### src/rtl/simon_round_sequencer.sv
// Round sequencer for a single-round SimonCore: loads and expands the key, then
// runs the full round count per block (encrypt or decrypt) and returns the result over valid/ready.
module simon_round_sequencer #(
  parameter int unsigned WORD_W     = 64,
  parameter int unsigned KEY_W      = 128,
  parameter int unsigned ROUNDS_64  = 44,
  parameter int unsigned ROUNDS_128 = 68,
  parameter int unsigned TIMEOUT    = 1024
) (
  input  logic                 clk,
  input  logic                 nrst,
  input  logic                 smode_i,
  input  logic [KEY_W-1:0]     key_i,
  input  logic                 key_load_i,
  output logic                 key_ready_o,
  input  logic                 in_valid_i,
  output logic                 in_ready_o,
  input  logic                 in_enc_i,
  input  logic [WORD_W-1:0]    in_x_i,
  input  logic [WORD_W-1:0]    in_y_i,
  output logic                 out_valid_o,
  input  logic                 out_ready_i,
  output logic [WORD_W-1:0]    out_x_o,
  output logic [WORD_W-1:0]    out_y_o,
  output logic                 busy_o,
  output logic                 err_o,
  output logic                 core_kvalid_o,
  input  logic                 core_kexpdone_i,
  output logic                 core_smode_o,
  output logic [KEY_W/2-1:0]   core_keyl_o,
  output logic [KEY_W/2-1:0]   core_keyh_o,
  output logic [WORD_W-1:0]    core_data1in_o,
  output logic [WORD_W-1:0]    core_data2in_o,
  input  logic [WORD_W-1:0]    core_data1out_i,
  input  logic [WORD_W-1:0]    core_data2out_i,
  input  logic                 core_dinready_i,
  output logic                 core_dinvalid_o,
  input  logic                 core_doutvalid_i,
  output logic                 core_dencdec_o,
  output logic                 core_rsingle_o
);

  localparam int unsigned HALF_W     = WORD_W / 2;
  localparam int unsigned KHALF_W    = KEY_W / 2;
  localparam int unsigned ROUNDS_MAX = (ROUNDS_128 > ROUNDS_64) ? ROUNDS_128 : ROUNDS_64;
  localparam int unsigned CNT_W      = $clog2(ROUNDS_MAX + 1);
  localparam int unsigned TMO_W      = $clog2(TIMEOUT + 1);
  localparam logic [WORD_W-1:0] NARROW_MASK = {{(WORD_W - HALF_W){1'b0}}, {HALF_W{1'b1}}};

  localparam logic [2:0] S_IDLE  = 3'd0;
  localparam logic [2:0] S_KLOAD = 3'd1;
  localparam logic [2:0] S_KWAIT = 3'd2;
  localparam logic [2:0] S_READY = 3'd3;
  localparam logic [2:0] S_ISSUE = 3'd4;
  localparam logic [2:0] S_RWAIT = 3'd5;
  localparam logic [2:0] S_OUT   = 3'd6;

  if (ROUNDS_64 == 0 || ROUNDS_128 == 0) begin : g_bad_rounds
    $error("simon_round_sequencer: round counts must be at least 1");
  end
  if (TIMEOUT == 0) begin : g_bad_timeout
    $error("simon_round_sequencer: TIMEOUT must be at least 1");
  end
  if (KEY_W != 2 * WORD_W) begin : g_bad_key
    $error("simon_round_sequencer: KEY_W must be twice WORD_W");
  end

  logic [2:0]         state_q, state_d;
  logic [KEY_W-1:0]   key_q, key_d;
  logic               smode_q, smode_d;
  logic               enc_q, enc_d;
  logic [WORD_W-1:0]  x_q, x_d;
  logic [WORD_W-1:0]  y_q, y_d;
  logic [CNT_W-1:0]   cnt_q, cnt_d;
  logic [TMO_W-1:0]   tmo_q, tmo_d;
  logic [WORD_W-1:0]  out_x_q, out_x_d;
  logic [WORD_W-1:0]  out_y_q, out_y_d;
  logic               key_ready_q, key_ready_d;
  logic               in_ready_q, in_ready_d;
  logic               out_valid_q, out_valid_d;
  logic               busy_q, busy_d;
  logic               err_q, err_d;
  logic               kvalid_q, kvalid_d;
  logic               dinvalid_q, dinvalid_d;
  logic [WORD_W-1:0]  width_mask;
  logic               tmo_hit;
  logic               waiting;

  // 64/128 mode carries only the low half of each word
  assign width_mask = smode_q ? {WORD_W{1'b1}} : NARROW_MASK;
  assign tmo_hit    = (tmo_q == TMO_W'(TIMEOUT - 1));
  assign waiting    = (state_q == S_KWAIT) || (state_q == S_ISSUE) || (state_q == S_RWAIT);

  always_ff @(posedge clk) begin
    if (!nrst) begin
      state_q     <= S_IDLE;
      key_q       <= '0;
      smode_q     <= 1'b0;
      enc_q       <= 1'b0;
      x_q         <= '0;
      y_q         <= '0;
      cnt_q       <= '0;
      tmo_q       <= '0;
      out_x_q     <= '0;
      out_y_q     <= '0;
      key_ready_q <= 1'b0;
      in_ready_q  <= 1'b0;
      out_valid_q <= 1'b0;
      busy_q      <= 1'b0;
      err_q       <= 1'b0;
      kvalid_q    <= 1'b0;
      dinvalid_q  <= 1'b0;
    end else begin
      state_q     <= state_d;
      key_q       <= key_d;
      smode_q     <= smode_d;
      enc_q       <= enc_d;
      x_q         <= x_d;
      y_q         <= y_d;
      cnt_q       <= cnt_d;
      tmo_q       <= tmo_d;
      out_x_q     <= out_x_d;
      out_y_q     <= out_y_d;
      key_ready_q <= key_ready_d;
      in_ready_q  <= in_ready_d;
      out_valid_q <= out_valid_d;
      busy_q      <= busy_d;
      err_q       <= err_d;
      kvalid_q    <= kvalid_d;
      dinvalid_q  <= dinvalid_d;
    end
  end

  always_comb begin
    state_d    = state_q;
    key_d      = key_q;
    smode_d    = smode_q;
    enc_d      = enc_q;
    x_d        = x_q;
    y_d        = y_q;
    cnt_d      = cnt_q;
    out_x_d    = out_x_q;
    out_y_d    = out_y_q;
    err_d      = err_q;
    dinvalid_d = 1'b0;

    case (state_q)
      S_IDLE: begin
        if (key_load_i) begin
          key_d   = key_i;
          smode_d = smode_i;
          err_d   = 1'b0;
          state_d = S_KLOAD;
        end
      end
      S_KLOAD: state_d = S_KWAIT;
      S_KWAIT: begin
        if (core_kexpdone_i) begin
          state_d = S_READY;
        end else if (tmo_hit) begin
          err_d   = 1'b1;
          state_d = S_IDLE;
        end
      end
      S_READY: begin
        // A key reload takes priority over a block offered in the same cycle
        if (key_load_i) begin
          key_d   = key_i;
          smode_d = smode_i;
          err_d   = 1'b0;
          state_d = S_KLOAD;
        end else if (in_valid_i) begin
          x_d     = in_x_i & width_mask;
          y_d     = in_y_i & width_mask;
          enc_d   = in_enc_i;
          cnt_d   = smode_q ? CNT_W'(ROUNDS_128) : CNT_W'(ROUNDS_64);
          state_d = S_ISSUE;
        end
      end
      S_ISSUE: begin
        if (core_dinready_i) begin
          dinvalid_d = 1'b1;
          state_d    = S_RWAIT;
        end else if (tmo_hit) begin
          err_d   = 1'b1;
          state_d = S_IDLE;
        end
      end
      S_RWAIT: begin
        if (core_doutvalid_i) begin
          x_d   = core_data1out_i & width_mask;
          y_d   = core_data2out_i & width_mask;
          cnt_d = cnt_q - CNT_W'(1);
          if (cnt_q == CNT_W'(1)) begin
            out_x_d = core_data1out_i & width_mask;
            out_y_d = core_data2out_i & width_mask;
            state_d = S_OUT;
          end else begin
            state_d = S_ISSUE;
          end
        end else if (tmo_hit) begin
          err_d   = 1'b1;
          state_d = S_IDLE;
        end
      end
      S_OUT: begin
        if (out_ready_i) state_d = S_READY;
      end
      default: state_d = S_IDLE;
    endcase

    // Timeout counter restarts on every state entry and only runs while waiting on the core
    tmo_d = (waiting && (state_d == state_q)) ? tmo_q + TMO_W'(1) : '0;

    key_ready_d = (state_d == S_READY) || (state_d == S_ISSUE) ||
                  (state_d == S_RWAIT) || (state_d == S_OUT);
    in_ready_d  = (state_d == S_READY);
    out_valid_d = (state_d == S_OUT);
    busy_d      = (state_d != S_IDLE) && (state_d != S_READY);
    kvalid_d    = (state_d == S_KLOAD);
  end

  assign key_ready_o     = key_ready_q;
  assign in_ready_o      = in_ready_q;
  assign out_valid_o     = out_valid_q;
  assign out_x_o         = out_x_q;
  assign out_y_o         = out_y_q;
  assign busy_o          = busy_q;
  assign err_o           = err_q;
  assign core_kvalid_o   = kvalid_q;
  assign core_smode_o    = smode_q;
  assign core_keyl_o     = key_q[KHALF_W-1:0];
  assign core_keyh_o     = key_q[KEY_W-1:KHALF_W];
  assign core_data1in_o  = x_q;
  assign core_data2in_o  = y_q;
  assign core_dinvalid_o = dinvalid_q;
  assign core_dencdec_o  = enc_q;
  assign core_rsingle_o  = 1'b1;

endmodule

### config.mk
export PLATFORM = sky130hd
export DESIGN_NAME = simon_round_sequencer
export DESIGN_NICKNAME = d
export VERILOG_FILES = /design/src/rtl/simon_round_sequencer.sv
export SDC_FILE = /design/constraint.sdc
export NUM_CORES = 1
export LEC_CHECK = 0
export BUFFER_PORTS_ARGS = -buffer_cell sky130_fd_sc_hd__buf_4
export CAP_MARGIN = 15
export CORE_AREA = 8 8 304 306
export CTS_CLUSTER_DIAMETER = 40
export DETAILED_ROUTE_END_ITERATION = 8
export DIE_AREA = 0 0 312 314
export PLACE_DENSITY_LB_ADDON = 0.2
export SLEW_MARGIN = 20
export SYNTH_ARGS = -nofsm -noshare
export SYNTH_HDL_FRONTEND = slang
export SYNTH_SLANG_ARGS = --single-unit
### constraint.sdc
create_clock -name clk -period 2.14 [get_ports clk]
set_input_delay 0.428 -clock clk [delete_from_list [all_inputs] [get_ports clk]]
set_output_delay 0.428 -clock clk [all_outputs]
set_load 0.03 [all_outputs]
# ---- Word level (Yosys, flattened, before mapping)
# Index checks and enable logic that the tools add are counted.
# W data, S select, Z words.
dict set report classes {
  add_sub_neg 2
  eq_ne 22
  n_mux 31
  n_bitwise 5
  n_reduce_logical 19
}
# operator n
set op_table {}
lappend op_table {{$mux W64} 7}
lappend op_table {{$and A64 B64 Y64} 4}
lappend op_table {{$pmux W64 S2} 2}
lappend op_table {{$mux W7} 4}
lappend op_table {{$mux W3} 8}
lappend op_table {{$pmux W3 S7} 1}
lappend op_table {{$eq A3 B3 Y1 const B} 6}
lappend op_table {{$pmux W7 S2} 1}
lappend op_table {{$ne A2 B2 Y1 const B} 6}
lappend op_table {{$add A11 B1 Y11 const B} 1}
lappend op_table {{$eq A11 B10 Y1 const B} 1}
lappend op_table {{$eq A3 B2 Y1 const B} 3}
lappend op_table {{$eq A7 B1 Y1 const B} 1}
lappend op_table {{$sub A7 B1 Y7 const B} 1}
lappend op_table {{$eq A3 B1 Y1 const B} 2}
lappend op_table {{$mux W1} 6}
lappend op_table {{$reduce_and A2 Y1} 3}
lappend op_table {{$reduce_and A3 Y1} 2}
lappend op_table {{$logic_or A1 B1 Y1} 5}
lappend op_table {{$reduce_and A5 Y1} 1}
lappend op_table {{$pmux W1 S4} 1}
lappend op_table {{$reduce_and A4 Y1} 1}
lappend op_table {{$reduce_bool A4 Y1} 1}
lappend op_table {{$eq A3 B3 Y1} 1}
lappend op_table {{other kinds (9)} 10}
dict set report word_totals {
  reg_bits 414
  inputBits 394
  output_inout_bits 394
}

# ---- Longest topological paths before layout
dict set report logic_depth {
  depth_word 8
  ltp_mapped 8
  mapped_depth_nobuf 7
}

# ---- Least setup slack after synthesis
# OpenSTA, ideal clock, no wires.
dict set report synth_timing {
  path_kind {register -> register}
  startpoint {register tmo_q[0]}
  endpoint {register tmo_q[2]}
  setup_ns 0.126
  arrival_time_ns 1.623
  required_time_ns 2.014
  setup_slack_ns 0.391
  path_stages_with_launch 8
  path_buffers 1
  period_less_slack_ns 1.749
  cell_sequence {dfxtp_1 > ha_1 > nand2_1 > nor4_4 > o211ai_2 > o211ai_1 > buf_4 > nor3_1}
}
dict set report synth_via {
  elab_chain_cells 7
}
# element line
set synth_lines {}
lappend synth_lines {{start, declared} 75} ;# logic [TMO_W-1:0] tmo_q, tmo_d;
lappend synth_lines {{start signal, assigned} 121} ;# tmo_q <= tmo_d;
lappend synth_lines {{$eq A11 B10 Y1} 91} ;# assign tmo_hit = (tmo_q == TMO_W'(TIMEOUT - 1));
lappend synth_lines {{$mux W3} {160, 184, 201}}
lappend synth_lines {{$mux W3 (on tied branches)} {190, 158, 181}}
lappend synth_lines {{$pmux W3 S7} 147} ;# case (state_q)
lappend synth_lines {{$eq A3 B3 Y1} 213} ;# tmo_d = (waiting && (state_d == state_q)) ? tmo_q + TMO_W'(1) : '0;
lappend synth_lines {{$logic_and A1 B1 Y1} 213}
lappend synth_lines {{$reduce_and A2 Y1 (no source line)} n/a}
# Several ways; a longest one is shown, not always the timed one.
# A chain may end at the register's enable or synchronous reset.

# ---- Worst setup path in the final report
dict set report layout_timing {
  startpoint {register state_q[1]}
  endpoint {register smode_q, in the netlist core_smode_o}
}
dict set report layout_via {
  elab_chain_cells 3
}
# element line
set layout_lines {}
lappend layout_lines {{start, declared} 68} ;# logic [2:0] state_q, state_d;
lappend layout_lines {{start signal, assigned} 114} ;# state_q <= state_d;
lappend layout_lines {{$eq A3 B2 Y1 or $logic_not A3 Y1 (tied branches)} 147}
lappend layout_lines {{$reduce_or A2 Y1 (no source line) *} n/a}
lappend layout_lines {{$reduce_and A2 Y1 (no source line) *} n/a}
lappend layout_lines {{end signal, assigned} 116} ;# smode_q <= smode_d;
lappend layout_lines {{end, declared} 70} ;# logic smode_q, smode_d;
# Mark *: on every way between the ends. The rest lies on a longest branch, timed or not.

==> metrics.log <==
INFO  metric run_status = complete, no violations
INFO  metric synth_seq_cells = between 400 and 500
INFO  metric synth.most_common_cell = nand2_1
INFO  metric io_pins = between 700 and 800
INFO  metric drc_errors = 0
INFO  metric root_buffer = clkbuf_16
INFO  metric grt_pass1_vias = around 18k
INFO  metric crit_path_start_kind = register
INFO  metric synth_cell_type_count = between 40 and 50
INFO  metric pre_cts_ws = between 0.09 and 0.1 ns
INFO  metric total_area_of_multi_input_combinational_cells = about 0.0072 mm²
INFO  metric cpLargestDelayFamily = simple AND/OR/NAND/NOR gates
INFO  metric synth_largest_area_cell = dfxtp_1
INFO  metric cts-root-to-sink-buffers = 3
INFO  metric timing_max_transition_violations_final = 0
INFO  metric synthesis.yosys.warnings = 0
INFO  metric floorplan.die_area = ~0.098 mm²
INFO  metric post_layout_nonfiller_instances = 4,137
INFO  metric maxClockFrequency = roughly 500 MHz
INFO  metric synth_area = 0.01618 mm²
INFO  metric share_of_the_synthesized_area_in_the_top_cell_type = 51.22%
INFO  metric yosys_most_used_dff = dfxtp_1
INFO  metric detailed_route_wire_length = between 80,000 and 90,000 µm
INFO  metric top_layer_reached_by_signal_wires = met4
INFO  metric hold_path.class = input port to register
INFO  metric criticalPathCategory = register to register
INFO  metric clock_tree_from_tritoncts = yes
INFO  metric worst-endpoint-arrival = 2.56 ns
INFO  metric min_tclk_post_route = around 2 ns
INFO  metric grt_antenna_before_repair = 6
INFO  metric crit_required = between 2 and 3 ns
INFO  metric final.setup.tns = 0 ns
INFO  metric drtAntennaViolNets = 0
INFO  metric syn_inst = just over 2k
INFO  metric fin_skew = 0.03200 ns
INFO  metric regArea = between 0.008 and 0.009 mm²
INFO  metric max-slew-margin-rel = about two thirds
INFO  metric die_height = around 310 µm
INFO  metric crit_slowest_cell = and3_2
INFO  metric num-nets-final = around 3.3k
INFO  metric power_density_of_the_placed_cells = a little over 900 mW/mm²
INFO  metric yosysSeqAreaShare = between 50% and 60%
INFO  metric drt_pass1_iterations = 4
INFO  metric max_slew.worst_pin.slew = approximately 0.52 ns
INFO  metric drt_iter0_markers = between 900 and 1k
INFO  metric ff2ff_setup_slack = 0.13 ns
INFO  metric met3RoutedLength = around 6800 µm
INFO  metric drive_gt1_share = around 37%
INFO  metric grt_setup_unrepaired = no
INFO  metric m1WireLength = around 31,000 µm
INFO  metric detailed_place_hpwl = roughly 60,000 µm
INFO  metric cts.clk_slew.worst_paths = approximately 0.050 ns
INFO  metric vdd_drop_max = 0.4890 mV
INFO  metric io_buffers = between 700 and 800
INFO  metric fin_crit_sh = between 90% and 100%
INFO  metric grt_first_pass_wirelength = around 120,000 µm
INFO  metric layout_setup_ws = roughly 0.13 ns
INFO  metric routed_wire_length_per_instance = about 20 µm
INFO  metric timing_hold_violations_final = 0
INFO  metric cts_htree_levels = 3
INFO  metric post_synth_most_frequent_cells = nand2_1, dfxtp_1, a21oi_1
INFO  metric critical_path.max_stage_delay = 0.63 ns
INFO  metric grt-ovfl-total = 0
INFO  metric die_w = roughly 310 µm
INFO  metric syn_area_per_cell = approximately 8.0 µm²
INFO  metric timing.critical_path.cells = xnor2_2 -> and3_2 -> buf_4 -> nand2_1 -> a21oi_1
INFO  metric end_kind = register
INFO  metric fraction_of_registers_with_async_set_reset = 0%
INFO  metric areaGrowthSynthToFinish = 73.43%
INFO  metric detail_route.vias_per_cell = 4.212
INFO  metric numCtsBuffers = 93
INFO  metric static-leakage-power = approximately 12 nW
INFO  metric worst_skew_pair.late_latency = roughly 0.63 ns
INFO  metric cts_num_sinks = ~410
INFO  metric setup_violations = 0
INFO  metric post-route-util = between 30 and 40%
INFO  metric final_layout_fill_cell_count = 9,430
INFO  metric synth-edff-count = 0
INFO  metric synth.area.top_cells = dfxtp_1, nand2_1, a21oi_1
INFO  metric met2RoutedLength = just over 40,000 µm
INFO  metric critical_path_peak_fanout = 11
INFO  metric post-place-cells = between 3k and 4k
INFO  metric timing.critical_path.buf_inv = 1
INFO  metric rows = about 110
INFO  metric start_util = between 10% and 20%
INFO  metric route.vias.total = ~17k
INFO  metric core = ~0.088 mm²
INFO  metric gp_congestion = around 0.8
INFO  metric grt_start_max_net_pins = between 80 and 90
INFO  metric fin_total_pwr = roughly 26 mW
INFO  metric groute.usage.overall = approximately 15%
INFO  metric synth.net_count = approximately 2.4k
INFO  metric max_cap_violations = 0
-- stage by stage --
step           hold WS [ns]  instance area, µm²
4_1_cts          0.00005501               27970
5_1_grt             0.01452               28060
3_3_place_gp         0.4411               23860
2_1_floorplan        0.4219               16180
6_report            0.05512               28060
3_5_place_dp         0.4439               23860
-- where the power goes --
part	internal (mW)	total [mW]	switching, mW	leakage, nW
Clock	10.1	14.9	4.77	1.60
Combinational	1.38	3.14	1.76	6.78
Sequential	8.00	8.17	0.167	3.36
-- cells by family (layout without fill, tap and decap cells) --
family | Yosys count | after routing | share of synthesized area [%]
adder cells (fa/ha/maj) | 3 | 3 | 0.2320
buffers and inverters | 178 | 1131 | 4.972
AND/OR/NAND/NOR | 914 | 915 | 23.18
XOR/XNOR | 11 | 11 | 0.5954
AO/OA/AOI/OAI | 423 | 423 | 15.02
flip-flops | 414 | 414 | 51.22
other | 1 | 6 | 0.02318
multiplexers | 69 | 69 | 4.763
-- cells in the final DEF (no fill, tap or decap), types with 3 or more instances in the layout --
cell	instances
a21oi_1	331
a311oi_1	65
and2_1	5
and3_1	4
buf_12	35
buf_4	838
bufinv_16	12
clkbuf_1	14
clkbuf_16	94
clkbuf_8	19
clkinv_2	15
clkinvlp_4	10
dfxtp_1	413
diode_2	5
dlygate4sd3_1	80
ha_1	3
inv_1	6
mux2_2	64
mux2i_1	5
nand2_1	651
nand2b_1	5
nand3_1	136
nor2_1	74
nor2b_1	6
nor3_1	17
o21a_1	3
o21ai_0	6
xnor2_1	5
xor2_1	5
-- final cells by class --
| class | count | area share [%] |
|---|---|---|
| antenna | 5 | 0.04459 |
| clock buffer | 127 | 9.502 |
| clock inverter | 44 | 2.283 |
| inverter | 7 | 0.1204 |
| multi-input combinational | 1422 | 25.54 |
| sequential | 414 | 29.55 |
| tap | 1165 | 5.194 |
| timing repair buffer | 953 | 27.77 |
-- tightest hold or removal path: stages --
cell     delay, ns
buf_4         0.08
mux2i_1       0.05
nor2_1        0.07
-- path summary, 6_finish.rpt --
path,start,end,cells after the start
max reg2reg,state_q[1],core_smode_o,5
min,in_enc_i,core_dencdec_o,3
min reg2reg,core_data2in_o[53],core_data2in_o[53],2
max,state_q[1],core_smode_o,5
-- state kept, by name, indices dropped and copies added, names as in the netlist --
name / count
err_o: 1
core_dinvalid_o: 1
core_data1in_o: 64
out_y_o: 64
core_data2in_o: 64
cnt_q: 7
in_ready_o: 1
out_x_o: 64
core_kvalid_o: 1
core_smode_o: 1
key_q: 128
busy_o: 1
state_q: 3
key_ready_o: 1
core_dencdec_o: 1
tmo_q: 11
out_valid_o: 1
-- routing by layer --
layer	GRT usage (%)	up-vias
li1	-	8575
met1	17.06	8100
met2	26.36	613
met3	5.821	136
met4	5.777	0
met5	0	-
-- repair_timing --
action / CTS / global route
buffers inserted: 0 / 5
endpoints found under the setup margin: 0 / 18
endpoints found under the hold margin: 80 / 0
gates resized for setup: 0 / 2
hold buffers: 80 / 0
Power figures use the tool's default switching activity.
